## src/rtl/step_pulse_gen.sv

```systemverilog
// step_pulse_gen: STEP/DIR generator with a trapezoidal period profile,
// a direction-setup delay before the first step, and a wrapping position count.
module step_pulse_gen #(
    parameter int              PW         = 16,
    parameter logic [PW-1:0]   MAX_PERIOD = 16'd20000,
    parameter logic [PW-1:0]   MIN_PERIOD = 16'd2000,
    parameter logic [PW-1:0]   ACC_STEP   = 16'd100,
    parameter logic [PW-1:0]   PULSE_W    = 16'd50,
    parameter logic [PW-1:0]   DIR_SETUP  = 16'd20
) (
    input  logic        CLK,
    input  logic        RSTn,
    input  logic        en,
    input  logic        dir,
    output logic        step,
    output logic        dir_out,
    output logic        busy,
    output logic        at_speed,
    output logic [15:0] pos
);
    localparam logic [1:0] IDLE  = 2'd0;
    localparam logic [1:0] SETUP = 2'd1;
    localparam logic [1:0] PULSE = 2'd2;
    localparam logic [1:0] GAP   = 2'd3;
    localparam logic [PW-1:0] SETUP_LAST = DIR_SETUP - 1'b1;
    localparam logic [PW-1:0] PULSE_LAST = PULSE_W - 1'b1;
    localparam logic [PW:0]   MAX_X      = {1'b0, MAX_PERIOD};
    localparam logic [PW:0]   ACC_FLOOR  = {1'b0, MIN_PERIOD} + {1'b0, ACC_STEP};

    logic [1:0]    state_q, state_d;
    logic [PW-1:0] p_q, p_d, cnt_q, cnt_d;
    logic          step_q, step_d, dir_q, dir_d, busy_q, busy_d, at_speed_q, at_speed_d;
    logic [15:0]   pos_q, pos_d;
    logic          stop_req, rise;
    logic [PW:0]   p_up;

    always_comb begin
        stop_req = !en || (dir != dir_q);
        p_up     = {1'b0, p_q} + {1'b0, ACC_STEP};
        state_d  = state_q;
        p_d      = p_q;
        cnt_d    = cnt_q + 1'b1;
        step_d   = step_q;
        dir_d    = dir_q;
        rise     = 1'b0;
        case (state_q)
            IDLE: begin
                cnt_d = '0;
                if (en) begin
                    state_d = SETUP;
                    dir_d   = dir;
                    p_d     = MAX_PERIOD;
                end
            end
            SETUP: begin
                if (stop_req) state_d = IDLE;
                else if (cnt_q == SETUP_LAST) rise = 1'b1;
            end
            PULSE: begin
                if (cnt_q == PULSE_LAST) begin
                    state_d = GAP;
                    step_d  = 1'b0;
                end
            end
            default: begin
                // gap end lands exactly P cycles after the previous rise
                if (cnt_q == p_q - 1'b1) begin
                    if (!stop_req) begin
                        p_d  = ({1'b0, p_q} >= ACC_FLOOR) ? p_q - ACC_STEP : MIN_PERIOD;
                        rise = 1'b1;
                    end else if (p_up >= MAX_X) begin
                        state_d = IDLE;
                    end else begin
                        p_d  = p_up[PW-1:0];
                        rise = 1'b1;
                    end
                end
            end
        endcase
        if (rise) begin
            state_d = PULSE;
            step_d  = 1'b1;
            cnt_d   = '0;
        end
        pos_d      = rise ? (dir_q ? pos_q + 16'd1 : pos_q - 16'd1) : pos_q;
        busy_d     = state_d != IDLE;
        at_speed_d = (state_d == PULSE || state_d == GAP) && p_d == MIN_PERIOD;
    end

    always_ff @(posedge CLK or negedge RSTn) begin
        if (!RSTn) begin
            state_q    <= IDLE;
            p_q        <= MAX_PERIOD;
            cnt_q      <= '0;
            step_q     <= 1'b0;
            dir_q      <= 1'b1;
            busy_q     <= 1'b0;
            at_speed_q <= 1'b0;
            pos_q      <= '0;
        end else begin
            state_q    <= state_d;
            p_q        <= p_d;
            cnt_q      <= cnt_d;
            step_q     <= step_d;
            dir_q      <= dir_d;
            busy_q     <= busy_d;
            at_speed_q <= at_speed_d;
            pos_q      <= pos_d;
        end
    end

    assign step     = step_q;
    assign dir_out  = dir_q;
    assign busy     = busy_q;
    assign at_speed = at_speed_q;
    assign pos      = pos_q;
endmodule

```

## config.mk

```make
export PLATFORM = sky130hd
export DESIGN_NAME = step_pulse_gen
export DESIGN_NICKNAME = d
export VERILOG_FILES = /design/src/rtl/step_pulse_gen.sv
export SDC_FILE = /design/constraint.sdc
export NUM_CORES = 1
export LEC_CHECK = 0
export ABC_CLOCK_PERIOD_IN_PS = 9100
export CORE_MARGIN = 2
export CORE_UTILIZATION = 55
export CTS_BUF_LIST = sky130_fd_sc_hd__clkbuf_16
export CTS_CLUSTER_DIAMETER = 150
export CTS_CLUSTER_SIZE = 24
export DETAILED_ROUTE_END_ITERATION = 16
export PLACE_DENSITY = 0.85
export SYNTH_ARGS = -nofsm -noshare
export SYNTH_HDL_FRONTEND = slang
export SYNTH_SLANG_ARGS = --single-unit
```

## constraint.sdc

```tcl
create_clock -name CLK -period 9.1 [get_ports CLK]
set_input_delay 0.91 -clock CLK [delete_from_list [all_inputs] [get_ports CLK]]
set_output_delay 0.91 -clock CLK [all_outputs]
set_load 0.02 [all_outputs]
```

Word-level counts from Yosys, hierarchy flattened
Index checks and enable logic that the tools add are counted.
- bits in registers: 54
- bits of input ports: 4
- add/sub/neg operators: 6
- magnitude comparators: 2
- equal/unequal tests: 9
- multiplexer cells: 26
- reductions and logical operators: 12
- operator list (operator ; count):
    $mux W16 ; 8
    $add A16 B1 Y16 const B ; 2
    $pmux W16 S2 ; 1
    $sub A16 B1 Y16 const B ; 2
    $add A16 B7 Y17 const B ; 1
    $ge A17 B15 Y1 const B ; 1
    $eq A16 B11 Y1 const B ; 1
    $eq A16 B16 Y1 ; 1
    $eq A16 B5 Y1 const B ; 1
    $eq A16 B6 Y1 const B ; 1
    $ge A16 B12 Y1 const B ; 1
    $sub A16 B7 Y16 const B ; 1
    $mux W2 ; 7
    $mux W1 ; 8
    $eq A2 B2 Y1 const B ; 3
    $pmux W2 S3 ; 1
    $reduce_bool A2 Y1 ; 3
    $reduce_and A2 Y1 ; 2
    $reduce_or A2 Y1 ; 2
    $eq A2 B1 Y1 const B ; 1
    $logic_not A2 Y1 ; 1
    $logic_or A1 B1 Y1 ; 2
    $pmux W1 S2 ; 1
    $logic_and A1 B1 Y1 ; 1
    other kinds (2) ; 2

Longest topological paths before layout
- word-level depth: 10
- depth in mapped cells: 16
- mapped depth without buffers: 13

Worst setup path before layout
OpenSTA, ideal clock, no wires.
- path type: reg-to-reg
- start: reg p_q[2]
- end: reg at_speed_q, in the netlist at_speed
- setup time: 80 ps
- arrival time: 3538 ps
- slack: 5482 ps
- cell stages (with the launch flop): 15
- buffers on the path: 1
- clock period less this slack: 3618 ps
- cell sequence: dfrtp_1 clkbuf_1 inv_1 ha_1 nand3b_1 or4_4 a22oi_2 o221ai_2 nor4_4 nand3_4 a21boi_4 o2bb2ai_2 nand4bb_1 or4b_1 nor3_2
- elaborated cells on any way between the ends: 26
- those cells by class: add/sub: 3; order compare: 2; eq/ne: 4; mux: 15; reduce/logical: 2
- RTL lines (what ; RTL line ; RTL):
    from (decl) ; 31 ; logic [PW-1:0] p_q, p_d, cnt_q, cnt_d;
    from (signal assigned) ; 102 ; p_q <= p_d;
    $add A16 B7 Y17 ; 39 ; p_up = {1'b0, p_q} + {1'b0, ACC_STEP};
    $ge A17 B15 Y1 ; 71 ; end else if (p_up >= MAX_X) begin
    $mux W16 ; 71 ;
    $mux W16 ; 68 ; if (!stop_req) begin
    $mux W16 (*) ; 67 ; if (cnt_q == p_q - 1'b1) begin
    $pmux W16 S2 (*) ; 46 ; case (state_q)
    net p_d[14] ; 31 ;
    $eq A16 B11 Y1 (*) ; 87 ; at_speed_d = (state_d == PULSE || state_d == GAP) && p_d == MIN_PERIOD;
    $logic_and A1 B1 Y1 (*) ; 87 ;
    net at_speed_d ; 32 ; logic step_q, step_d, dir_q, dir_d, busy_q, busy_d, at_speed_q, at_speed_d;
    to (signal assigned) ; 107 ; at_speed_q <= at_speed_d;
    to (decl) ; 32 ;
The timed path passes the listed nets; every way through them passes the cells marked *.
A chain may end at the register's enable or synchronous reset.

Worst setup path after layout
- start: reg p_q[2]
- end: reg cnt_q[13]
- word-level cells in the longest chain between the ends: 7
- elaborated cells on any way between the ends: 9
- those cells by class: add/sub: 2; order compare: 1; eq/ne: 1; mux: 5
- ends and longest elaborated chain (what ; RTL line ; RTL):
    $add A16 B7 Y17 ; 39 ;
    $ge A17 B15 Y1 ; 71 ;
    $mux W1 ; 71 ;
    $mux W1 ; 68 ;
    $mux W1 (*) ; 67 ;
    $pmux W1 S2 (*) ; 46 ;
    $mux W16 (*) ; 80 ; if (rise) begin
    net cnt_d[13] ; 31 ;
    to (signal assigned) ; 103 ; cnt_q <= cnt_d;
    to (decl) ; 31 ;
Marked as above.

==> qor.txt <==
status: completed
cells after synthesis: 553
count leader, synth: nand2_1
async set-reset flop share out of synthesis: 1.00
DP Cell Count: 651
number of port buffers: 23
Period Utilization, post-route: 0.492
Yosys reg bits: 54
crit-path most repeated cell: nand2_1
H-tree lvl count: 2
synth top area cells: dfrtp_1 26%, ha_1 6.8%, xnor2_1 5.7%
switching pwr: 100 uW
Clock Tree Buf Depth: 2
synth warn: 0
CP Data Required Time: 9.25 ns
Hold Crit Endpoint: pos[15]$_DFFE_PN0N_
logic depth of the worst register-to-register path: 12
Peak Freq: 223 MHz
cells along the critical path: ha_1 -> a211oi_1 -> or3_1 -> mux2_1 -> o32ai_1 -> a21oi_1 -> o21ai_1 -> nand2_1 -> nand2_1 -> nand2_1 -> nand2_1 -> nor2_1
slowest CP cell: nand2_1
M1 WL: 5140 um
internal power: 348 uW
Post-synth top cells: 52 x nand2_1, 50 x nor2_1, 48 x dfrtp_1
Finish-stage setup viols: 0
Reg clk slew, reported paths: 0.07 ns
crit path launch type: flip-flop
wire per inst: 18.4 um
Clock power frac: 0.415
DR WL met3: 808 um
worst hold path class: flip-flop to flip-flop
die height: 95.4 um
Worst Path Max Fanout: 31
top cell type's share of synthesized area: 0.262
Synth Flop Type: dfrtp_1
RSZ-0062 raised after global routing: no
Final Non-Filler Cells: 659
final hold viol count: 0
Rel. slew slack: 0.371
Antenna Violating Nets Remaining: 0
flop2flop setup slack: 4.63 ns
hold path start: pos[15]$_DFFE_PN0N_
die area: 9100 um2
Worst Setup Path Type: flip-flop to flip-flop
share of cells above drive strength 1: 0.0776
hpwl dp: 8710 um
first-pass GRT wire length: 20500 um
Reg-to-Reg Start: p_q[2]$_DFF_PN0_
Max Used Layer: met4
CP top delay family: simple AND/OR/NAND/NOR gates
TritonCTS clock tree: done
final instance area: 4960 um2
hold depth: 1
Final Skew: 0.00671 ns
EDFF count, synth: 0
Avg Vias per Cell: 6.46
Slew Viols, Final: 0
Num Clock Sinks: 54
global router's overall resource usage: 0.286
largest net degree at the start of global routing: 55
Core ar.: 8130 um2
switching share of total power: 0.224
CP Capture Type: flip-flop
drt first-iter violations: 322
Cell variety after synth: 76
R2R Path End: cnt_q[13]$_DFF_PN0_
die width: 95.4 um
fillers: 679
Seq/Total Area, Yosys: 0.296
vias in the first global route: 4303
sequential share of power: 0.542
dpl cell area: 4820 um2
Avg Cell Area, Syn: 8.30 um2
vias: 4257
Slew @ Worst Pin: 0.941 ns
Combinational Power Share: 0.043
# Post-CTS Setup Buffers: 0
cell taking the most area after synthesis: dfrtp_1
Buf/Inv on CP: 0
I/O pin count: 24
CP arrival: 4.62 ns
cells resized by post-CTS repair: 0
Leakage: 2.09 nW
Clk Latency, worst-skew pair: 0.29 ns
Net Count, Synth: 583
worst-case vdd ir drop: 0.104 mV
grt ovf: 0
crit path time final: 4.47 ns
Initial Util: 0.565
DRT Wirelength: 12100 um
setup_tns: 0 ns
TritonRoute pass-1 iters: 5
max incr delay on CP: 0.69 ns
DR DRC count: 0
max_cap viols: 0
initial antenna violation count: 0
met2 WL: 5750 um
synthesized area: 4590 um2
Area Growth Syn to Fin: 8.12%
hold_buf cts: 0
CTS root buf: clkbuf_16
pwr/cell area: 90.2 nW/um2
Final Net Count: 583
antenna cells: 0
routability cong.: 0.926
total CTS buffers: 5
FP Rows: 33
how the worst max path moves through the flow:
stage / from / to / slack, ns / depth (start not counted)
2_1_floorplan: p_q[2]$_DFF_PN0_ / at_speed$_DFF_PN0_ / 5.48 / 14
3_3_place_gp: p_q[2]$_DFF_PN0_ / cnt_q[10]$_DFF_PN0_ / 4.85 / 12
3_5_place_dp: p_q[2]$_DFF_PN0_ / cnt_q[13]$_DFF_PN0_ / 4.69 / 12
4_1_cts: p_q[2]$_DFF_PN0_ / cnt_q[13]$_DFF_PN0_ / 4.65 / 12
5_1_grt: p_q[2]$_DFF_PN0_ / cnt_q[13]$_DFF_PN0_ / 4.10 / 12
6_report: p_q[2]$_DFF_PN0_ / cnt_q[13]$_DFF_PN0_ / 4.63 / 12
worst reg2reg max path, delay by kind of cell (launching register included):
family          cells  cell delay [ns]
simple gates        6             2.08
compound gates      4             0.94
flops               1             0.59
fa+ha+maj           1             0.39
mux                 1             0.33
flip-flops by register name, indices dropped and copies added (netlist names):
register  flops
state_q       2
dir_out       1
at_speed      1
p_q          16
busy          1
cnt_q        16
pos          16
step          1
per-stage QoR:
stage                     power [mW]  setup WS (ns)  utilization  hold WS, ns
after global routing           0.464           4.10        0.610        0.523
after floorplan                0.257           5.48            -        0.536
after CTS                      0.451           4.65        0.610        0.499
after detailed placement       0.267           4.69        0.593        0.488
final                          0.448           4.63        0.610        0.495
after global placement         0.266           4.85        0.593        0.458
placed cells by master (no fill, tap or decap), drive strengths merged, types with 4 or more instances in the layout:
cell           synthesis  routed
and2                   8       8
clkdlybuf4s50          0      22
ha                    25      25
inv                   20      21
or3                    8       8
nand4b                 5       5
nor4                   8       8
nand2                 52      52
a2111oi                4       4
nand2b                 7       7
o221ai                 7       7
clkbuf                26       5
or2                   10      10
mux2                   6       6
a22oi                  4       4
nor3                  15      15
xor2                  21      21
nor2                  50      50
xnor2                 30      30
dfrtp                 48      48
and3                   9       9
a31oi                  5       5
or4                    5       5
a211o                  4       4
o21ai                 36      36
nand3                 23      23
a21oi                 29      29
a21o                  12      12
nand4                  6       6
dfstp                  6       6
cell families after synthesis:
group,after synthesis,share of synthesized area
DFF,54,0.296
muxes,9,0.0213
buffers and inverters,51,0.0455
and+or+nand+nor,220,0.254
adders and majority gates,26,0.0725
AOI/OAI and AO/OA,142,0.213
xor gates and xnor gates,51,0.0973
cell type report:
class / instances / area [um2] / share of cell area
sequential: 54 / 1360 / 0.274
inverter: 20 / 75.1 / 0.0151
clock inverter: 3 / 17.5 / 0.00353
multi-input combinational: 448 / 3020 / 0.609
clock buffer: 5 / 125 / 0.0252
timing repair buffer: 24 / 233 / 0.0469
tap: 105 / 131 / 0.0265
power groups by stage:
stage / Combinational, mW / Sequential, mW / Clock [mW]
after floorplan: 0.0114 / 0.245 / 0
after global placement: 0.0192 / 0.247 / 0
after detailed placement: 0.0192 / 0.247 / 0
after CTS: 0.0192 / 0.243 / 0.189
after global routing: 0.0215 / 0.243 / 0.200
final: 0.0192 / 0.243 / 0.186
per-layer routing:
metal  GRT usage  vias to the layer above
met4       0.129                        0
met2       0.475                      157
met3      0.0609                       44
met1       0.356                     2054
li1            -                     2002
met5           0                        -
(Power assumes the default switching activity.)
